--- config.mk ---
export PLATFORM = sky130hd
export DESIGN_NAME = lab_input_debouncer_flat
export DESIGN_NICKNAME = d
export VERILOG_FILES = /design/src/rtl/lab_input_debouncer_pkg.sv /design/src/rtl/lab_input_debouncer_if.sv /design/src/rtl/lab_input_debouncer_channel.sv /design/src/rtl/lab_input_debouncer.sv /design/src/flat_wrapper.sv
export SDC_FILE = /design/constraint.sdc
export NUM_CORES = 1
export LEC_CHECK = 0
export CAP_MARGIN = 20
export CORE_MARGIN = 5
export CORE_UTILIZATION = 54
export CTS_CLUSTER_SIZE = 16
export DETAILED_ROUTE_END_ITERATION = 10
export GPL_TIMING_DRIVEN = 1
export PLACE_DENSITY = 0.86
export SLEW_MARGIN = 5
export SYNTH_ARGS = -nofsm -noshare
export SYNTH_HDL_FRONTEND = slang
export SYNTH_SLANG_ARGS = --single-unit
--- constraint.sdc ---
create_clock -name clk -period 1.8 [get_ports clk]
set_clock_uncertainty 0.05 [all_clocks]
set_input_delay 0.36 -clock clk [delete_from_list [all_inputs] [get_ports clk]]
set_output_delay 0.36 -clock clk [all_outputs]
set_load 0.01 [all_outputs]
--- src/rtl/lab_input_debouncer_pkg.sv ---
// Shared definitions for the input debouncer: per-channel FSM state encoding
// and the default qualification length.
package lab_input_debouncer_pkg;

  typedef enum logic [1:0] {
    S_LOW  = 2'd0,
    W_HIGH = 2'd1,
    S_HIGH = 2'd2,
    W_LOW  = 2'd3
  } db_state_t;

  localparam int DEFAULT_DEBOUNCE_CYCLES = 4;
  localparam int DEFAULT_WIDTH           = 3;

endpackage

--- src/rtl/lab_input_debouncer_if.sv ---
// Bundle of raw switch levels in and debounced levels/strobes out.
// Level-based, no handshake: raw_in is sampled every clock; db_out, rise, fall
// and changed are registered outputs valid every cycle, rise/fall/changed 1 cycle wide.
interface lab_input_debouncer_if #(
  parameter int WIDTH = 3
);
  logic [WIDTH-1:0] raw_in;
  logic [WIDTH-1:0] db_out;
  logic [WIDTH-1:0] rise;
  logic [WIDTH-1:0] fall;
  logic             changed;

  modport master (output raw_in, input db_out, rise, fall, changed);
  modport slave  (input raw_in, output db_out, rise, fall, changed);
endinterface

--- src/rtl/lab_input_debouncer_channel.sv ---
// One debounced channel: two-flop synchroniser, stability counter, 4-state FSM
// and registered rise/fall strobes.
module debounce_channel
  import lab_input_debouncer_pkg::*;
#(
  parameter int DEBOUNCE_CYCLES = DEFAULT_DEBOUNCE_CYCLES
) (
  input  logic      clk,
  input  logic      rst,
  input  logic      raw,
  output logic      db,
  output logic      rise,
  output logic      fall,
  output db_state_t state_dbg
);

  if (DEBOUNCE_CYCLES < 2) begin : g_bad_cfg
    $error("debounce_channel: DEBOUNCE_CYCLES must be >= 2");
  end

  localparam int CW = $clog2(DEBOUNCE_CYCLES);
  localparam logic [CW-1:0] CNT_MAX = CW'(DEBOUNCE_CYCLES - 1);

  logic          s1, s2;
  db_state_t     state, state_n;
  logic [CW-1:0] cnt, cnt_n;
  logic          db_n, rise_n, fall_n;

  always_ff @(posedge clk) begin
    if (rst) begin
      s1    <= 1'b0;
      s2    <= 1'b0;
      state <= S_LOW;
      cnt   <= '0;
      db    <= 1'b0;
      rise  <= 1'b0;
      fall  <= 1'b0;
    end else begin
      s1    <= raw;
      s2    <= s1;
      state <= state_n;
      cnt   <= cnt_n;
      db    <= db_n;
      rise  <= rise_n;
      fall  <= fall_n;
    end
  end

  // Any return to the settled level while waiting restarts qualification.
  always_comb begin
    state_n = state;
    cnt_n   = cnt;
    db_n    = db;
    rise_n  = 1'b0;
    fall_n  = 1'b0;
    case (state)
      S_LOW: begin
        if (s2) begin
          state_n = W_HIGH;
          cnt_n   = CW'(1);
        end
      end
      W_HIGH: begin
        if (!s2) begin
          state_n = S_LOW;
          cnt_n   = '0;
        end else if (cnt == CNT_MAX) begin
          state_n = S_HIGH;
          cnt_n   = '0;
          db_n    = 1'b1;
          rise_n  = 1'b1;
        end else begin
          cnt_n = cnt + CW'(1);
        end
      end
      S_HIGH: begin
        if (!s2) begin
          state_n = W_LOW;
          cnt_n   = CW'(1);
        end
      end
      W_LOW: begin
        if (s2) begin
          state_n = S_HIGH;
          cnt_n   = '0;
        end else if (cnt == CNT_MAX) begin
          state_n = S_LOW;
          cnt_n   = '0;
          db_n    = 1'b0;
          fall_n  = 1'b1;
        end else begin
          cnt_n = cnt + CW'(1);
        end
      end
      default: begin
        state_n = S_LOW;
        cnt_n   = '0;
      end
    endcase
  end

  assign state_dbg = state;

endmodule

--- src/rtl/lab_input_debouncer.sv ---
// Debounces WIDTH independent switch inputs (bit 2=A, 1=B, 0=C) and
// produces per-channel rise/fall strobes plus a combined changed pulse.
module lab_input_debouncer
  import lab_input_debouncer_pkg::*;
#(
  parameter int WIDTH           = DEFAULT_WIDTH,
  parameter int DEBOUNCE_CYCLES = DEFAULT_DEBOUNCE_CYCLES
) (
  input  logic                   clk,
  input  logic                   rst,
  lab_input_debouncer_if.slave   bus,
  output logic [2*WIDTH-1:0]     dbg_state
);

  logic [WIDTH-1:0] db_v, rise_v, fall_v;

  for (genvar i = 0; i < WIDTH; i++) begin : g_ch
    db_state_t st;

    debounce_channel #(
      .DEBOUNCE_CYCLES(DEBOUNCE_CYCLES)
    ) u_ch (
      .clk      (clk),
      .rst      (rst),
      .raw      (bus.raw_in[i]),
      .db       (db_v[i]),
      .rise     (rise_v[i]),
      .fall     (fall_v[i]),
      .state_dbg(st)
    );

    assign dbg_state[2*i +: 2] = st;
  end

  // Strobes are already registered, so changed lines up with them in the same cycle.
  assign bus.db_out  = db_v;
  assign bus.rise    = rise_v;
  assign bus.fall    = fall_v;
  assign bus.changed = |(rise_v | fall_v);

endmodule

--- src/flat_wrapper.sv ---
// flat-port wrapper written by rule: the top's interface ports become plain ports
module lab_input_debouncer_flat import lab_input_debouncer_pkg::*;
#(
  parameter int WIDTH           = DEFAULT_WIDTH,
  parameter int DEBOUNCE_CYCLES = DEFAULT_DEBOUNCE_CYCLES
)
  (clk, rst, dbg_state, bus_raw_in, bus_db_out, bus_rise, bus_fall, bus_changed);
  lab_input_debouncer_if #(.WIDTH(WIDTH)) bus_i ();
  input  logic clk;
  input  logic rst;
  output logic [2*WIDTH-1:0] dbg_state;
  input wire logic [$bits(bus_i.raw_in)-1:0] bus_raw_in;
  output wire logic [$bits(bus_i.db_out)-1:0] bus_db_out;
  output wire logic [$bits(bus_i.rise)-1:0] bus_rise;
  output wire logic [$bits(bus_i.fall)-1:0] bus_fall;
  output wire logic [$bits(bus_i.changed)-1:0] bus_changed;
  assign bus_i.raw_in = bus_raw_in;
  assign bus_db_out = bus_i.db_out;
  assign bus_rise = bus_i.rise;
  assign bus_fall = bus_i.fall;
  assign bus_changed = bus_i.changed;
  lab_input_debouncer #(.WIDTH(WIDTH), .DEBOUNCE_CYCLES(DEBOUNCE_CYCLES)) u_core (.clk(clk), .rst(rst), .bus(bus_i), .dbg_state(dbg_state));
endmodule
## Word level (Yosys, flattened, before mapping)

Index checks and enable logic that the tools add are counted.

- Bitwise logic cells: 10
- Div/mod/pow operators: 0
- Reduce and logical (&&, ||, !) cells: 22
- Shift-type cells: 0
- Multipliers: 0
- $add $sub $neg: 3
- Order comparisons: 0
- Muxes and demuxes: 54
- Equality and inequality tests: 36

Operators with widths:

| kind | count |
|---|---|
| 2-bit 2-to-1 mux | 30 |
| 2-bit one-hot mux with 4 select lines | 6 |
| 2-bit != test (second input constant) | 18 |
| 3-bit OR reduction | 7 |
| 2-bit equality test (second input constant) | 9 |
| 3-bit != test (second input constant) | 6 |
| 1-bit 2-to-1 mux | 15 |
| 5-bit AND reduction | 3 |
| 4-bit AND reduction | 3 |
| 1-bit NOT | 9 |
| 2-bit by 1-bit adder with 2-bit output (second input constant) | 3 |
| 2-bit by 1-bit equality test with 1-bit output (second input constant) | 3 |
| 2-bit zero test | 3 |
| 1-bit one-hot mux with 2 select lines | 3 |
| 2-bit AND reduction | 3 |
| 2-bit nonzero test | 3 |
| 3-bit OR | 1 |

- ROM bits: 0
- Memories: 0
- RAM bits: 0
- Bits in registers: 27
- Word-level logic and storage cells: 146
- Latch bits: 0
- Bits of input ports: 5

## Longest topological paths before layout

- Word-level depth: 4
- Mapped depth: 4
- Mapped depth without buffers: 4

## Modules after synthesis

From an unflattened synthesis, not the netlist that was laid out.

- Cells, all modules: 103
- Area, all modules: 1,024.7 um^2

Modules (own cells, without submodules):

| module | instances | cells an instance | sequential area each (um^2) | area each (um^2) |
|---|---|---|---|---|
| debounce_channel (u_core.g_ch[1].u_ch ...) | 2 | 32 | 180.2 | 321.6 |
| debounce_channel (u_core.g_ch[0].u_ch) | 1 | 36 | 180.2 | 367.9 |
| lab_input_debouncer | 1 | 3 | 0.0 | 13.8 |

## Worst setup path before layout

OpenSTA, ideal clock, no wires.

- Path type: register to register
- From: register with a tool-made name
- To: register u_core.g_ch[1].u_ch.cnt[1]
- Data required time: 1,680 ps
- Arrival time: 1,023 ps
- Cell stages (with the launch flop): 4
- Setup slack: 657 ps
- Library setup time: 70 ps
- Cell sequence: dfxtp_1 xor2_1 or3b_1 a21oi_1

RTL lines:

| item | line | source |
|---|---|---|
| end signal: assignment | lab_input_debouncer_channel.sv:42 | `cnt <= cnt_n;` |
| end: declaration | lab_input_debouncer_channel.sv:26 | `logic [CW-1:0] cnt, cnt_n;` |

==> run summary <==
The share of final-layout standard cells stronger than drive strength 1 works out to 0.0945. The synthesized design spends more area on one cell type than any other, namely sky130_fd_sc_hd__dfxtp_1. Derived from the worst setup path, the maximum achievable clock frequency is 572 MHz. The signal on the critical path passes through clkdlybuf4s50_1. At the pin with the least slew margin, the transition time is 0.308 ns. Setup repair after global routing left no endpoint under its margin. Routability-driven placement finished with a final weighted congestion of 0.660. The overall global routing resource usage is 0.138. For the number of buffers created by CTS, the log shows 3.

The logs give 0.086 for the combinational share of power and 0.000983 W for the post-route total power. The row count was 16. The sink count of the clock tree was 27; the quantity of I/O buffers inserted on ports was 20.

The tools report the starting density of the core as 0.572. The net count of the finished layout is 138. Clock-pin slew was measured on the worst setup and hold paths at 0.14 ns.

VDD sags by at most 0.000403 V. STA classifies the critical path endpoint as an output pin. The Yosys step of the flow raised 0 warnings. The first global-routing pass estimated 3400 µm of wire. The cell chosen for the clock root is sky130_fd_sc_hd__clkbuf_4.

In the final timing run, aggregate negative setup slack is 0 ns. Global routing finished with a remaining overflow of 0. Startpoint-to-endpoint class of the critical path: reg -> out. The share of the clock period used by the worst path after layout is 0.972, and the area growth from synthesis to final layout is 16.4%. Total power divided by cell area: 752 mW/mm². The slowest stage cell on the critical path is sky130_fd_sc_hd__clkdlybuf4s50_1. The flow ran to the end, and the final reports show no timing, DRC or antenna violations.

Of all nets on the critical path, the largest fanout is 8. For the worst setup path, the data arrival time is 1.34 ns. The run gives 0.00309 mm² as the total die area. Gate family responsible for the most delay along the worst path: buffers and inverters. The clock period minus final worst setup slack works out to 1.75 ns.

The logs give 0.651 for the part of the total power dissipated in sequential elements and 774 for the via count of the first global-routing pass. For this design the total switching power over the nets is 0.000227 W. The kind of start point of the critical path is a flip-flop.

The antenna violation net count after detailed routing is 0, and the source-to-sink clock delay at the later pin of the worst-skew pair is 0.32 ns. Ranked by total cell area, the synthesized netlist is headed by sky130_fd_sc_hd__dfxtp_1, sky130_fd_sc_hd__buf_4, sky130_fd_sc_hd__ha_1, sky130_fd_sc_hd__nor4b_1, sky130_fd_sc_hd__nor2b_1. Share of Yosys cell area claimed by the top area cell type: 0.482.

TritonCTS built the clock tree. Share of async-settable or async-resettable flops after synthesis: 0. For the clock share of power, the log shows 0.263.

The filler cell count in the final layout is 188, and the pin count of the biggest net entering global routing is 16. No sink is reached through more buffers than the 2 on the longest clock path. From bottom edge to top edge, the die measures 55.6 µm. The delay of the slowest cell on the worst path was 0.57 ns; the register bit count reported by yosys was 27. The tightest min-delay check is of the reg -> reg type.

A synthesized cell averages 9.76 µm². The first detailed-routing pass took 4 iterations. Using the TritonRoute via totals, the vias-per-cell ratio works out to 5.35. Headroom to the max-slew limit: 0.794. The final wirelength is 1990 µm.

The number of synthesized flops with an enable pin is 0, and the final count of hold timing violations is 0. Initial antenna violation count: 0. The total internal power is 0.000756 W, and the chip width is 55.6 µm.

The tightest hold path in the finished design has a slack of 0.403 ns. The count of H-tree levels built during CTS was 1; the total count of max-transition violations in the final report was 0. During I/O placement, the number of pins put on the boundary was 21. For the number of remaining DRC errors, the log shows 0. By instance count, the leading cell after synthesis is sky130_fd_sc_hd__dfxtp_1. Part of the Yosys area used for sequential elements: 0.482. After detailed routing, the average wire length per cell comes to 12.9 µm. The cts-stage hold buffer count is 0, and the number of buffers and inverters on the critical path is 1. The core region area came out at 0.00196 mm².

In this run the cell area of the synthesized design comes to 0.00112 mm². Synthesis instantiated 27 different standard cells from the library. The most used flip-flop cell after synthesis is sky130_fd_sc_hd__dfxtp_1. The logs give 115 for the number of cells produced by synthesis and 0 for the final-report setup violation count. In the synthesized netlist, the cells that appear most often are sky130_fd_sc_hd__dfxtp_1, sky130_fd_sc_hd__buf_4, sky130_fd_sc_hd__a21oi_1, sky130_fd_sc_hd__nand2_1, sky130_fd_sc_hd__nor2b_1.

The total inserted antenna cells came out at 0. The analysis attributes to cell leakage a power of 0.495 nW. For the worst setup path, the data required time is 1.39 ns.

The violation count after the first detailed-route iteration came out at 11. Across the run, the number of max-cap violations was 0. The vias after detailed routing is 824, and the fraction of power spent switching nets is 0.231. Counting every net in the synthesized netlist gives 125. For the detailed-placement wirelength estimate, the log shows 1460 µm.
## path summary, 6_finish.rpt
| check | from | endpoint | slack (ns) | depth (start not counted) |
|---|---|---|---|---|
| worst max register to register | u_core.g_ch[1].u_ch.s2 | u_core.g_ch[1].u_ch.cnt[1] | 0.50 | 3 |
| worst min register to register | u_core.g_ch[1].u_ch.s1 | u_core.g_ch[1].u_ch.s2 | 0.40 | 1 |
| worst min-delay path | u_core.g_ch[1].u_ch.s1 | u_core.g_ch[1].u_ch.s2 | 0.40 | 1 |
| worst max-delay path | flip-flop | dbg_state[3] | 0.05 | 1 |
## cell type report
type	count	area, µm²	area share
multi-input combinational	73	482	0.369
tap	27	33.8	0.0259
inverter	1	3.75	0.00287
sequential	27	547	0.419
clock buffer	4	26.3	0.0201
timing repair buffer	22	214	0.164
## cell families after synthesis
logic type | share of synthesized area
buf+inv | 0.0947
fa+ha+maj | 0.0557
flops | 0.482
compound gates | 0.118
simple gates | 0.226
xor+xnor | 0.0234
## cell usage in the layout (no fill, tap or decap), types with 2 or more instances in the layout
cell type / count
sky130_fd_sc_hd__a21oi_1: 8
sky130_fd_sc_hd__a31oi_1: 2
sky130_fd_sc_hd__buf_4: 2
sky130_fd_sc_hd__clkbuf_4: 3
sky130_fd_sc_hd__clkdlybuf4s50_1: 19
sky130_fd_sc_hd__dfxtp_1: 22
sky130_fd_sc_hd__dfxtp_2: 5
sky130_fd_sc_hd__ha_1: 5
sky130_fd_sc_hd__nand2_1: 8
sky130_fd_sc_hd__nand3_1: 5
sky130_fd_sc_hd__nand3b_1: 4
sky130_fd_sc_hd__nor2_1: 5
sky130_fd_sc_hd__nor2b_1: 8
sky130_fd_sc_hd__nor3_1: 2
sky130_fd_sc_hd__nor4b_1: 6
sky130_fd_sc_hd__o21a_1: 2
sky130_fd_sc_hd__o21ai_0: 5
sky130_fd_sc_hd__o31ai_1: 2
sky130_fd_sc_hd__or3b_1: 2
sky130_fd_sc_hd__xor2_1: 3
## stage by stage
stage                     setup WS (ns)   util  cell area (µm²)  std cells
after CTS                        0.0230  0.665             1310        154
after floorplan                   0.657      -             1120        115
after detailed placement          0.193  0.647             1270        150
after global routing           0.000261  0.666             1310        154
final                            0.0513  0.666             1310        154
after global placement            0.297  0.647             1270        150
## power by group through the flow
stage / sequential, W / combinational, W / clock [W]
final: 0.000640 / 0.0000846 / 0.000258
after global placement: 0.000650 / 0.0000820 / 0
after detailed placement: 0.000653 / 0.0000853 / 0
after CTS: 0.000640 / 0.0000854 / 0.000261
after floorplan: 0.000645 / 0.0000638 / 0
after global routing: 0.000644 / 0.0000936 / 0.000290
## layer usage
layer | share of wire | track usage
met4 | 0.035 | 0.101
met1 | 0.46 | 0.161
met3 | 0.048 | 0.0371
met2 | 0.45 | 0.215
met5 | 0 | 0
## timing repair
| action | 4_1_cts | 5_1_grt |
|---|---|---|
| pin swaps | 0 | 0 |
| endpoints found under the hold margin | 0 | 0 |
| resized for setup | 6 | 1 |
| setup buffers | 0 | 0 |
| setup endpoints to repair | 5 | 1 |
Note: power is estimated with default switching activity, not from simulation.
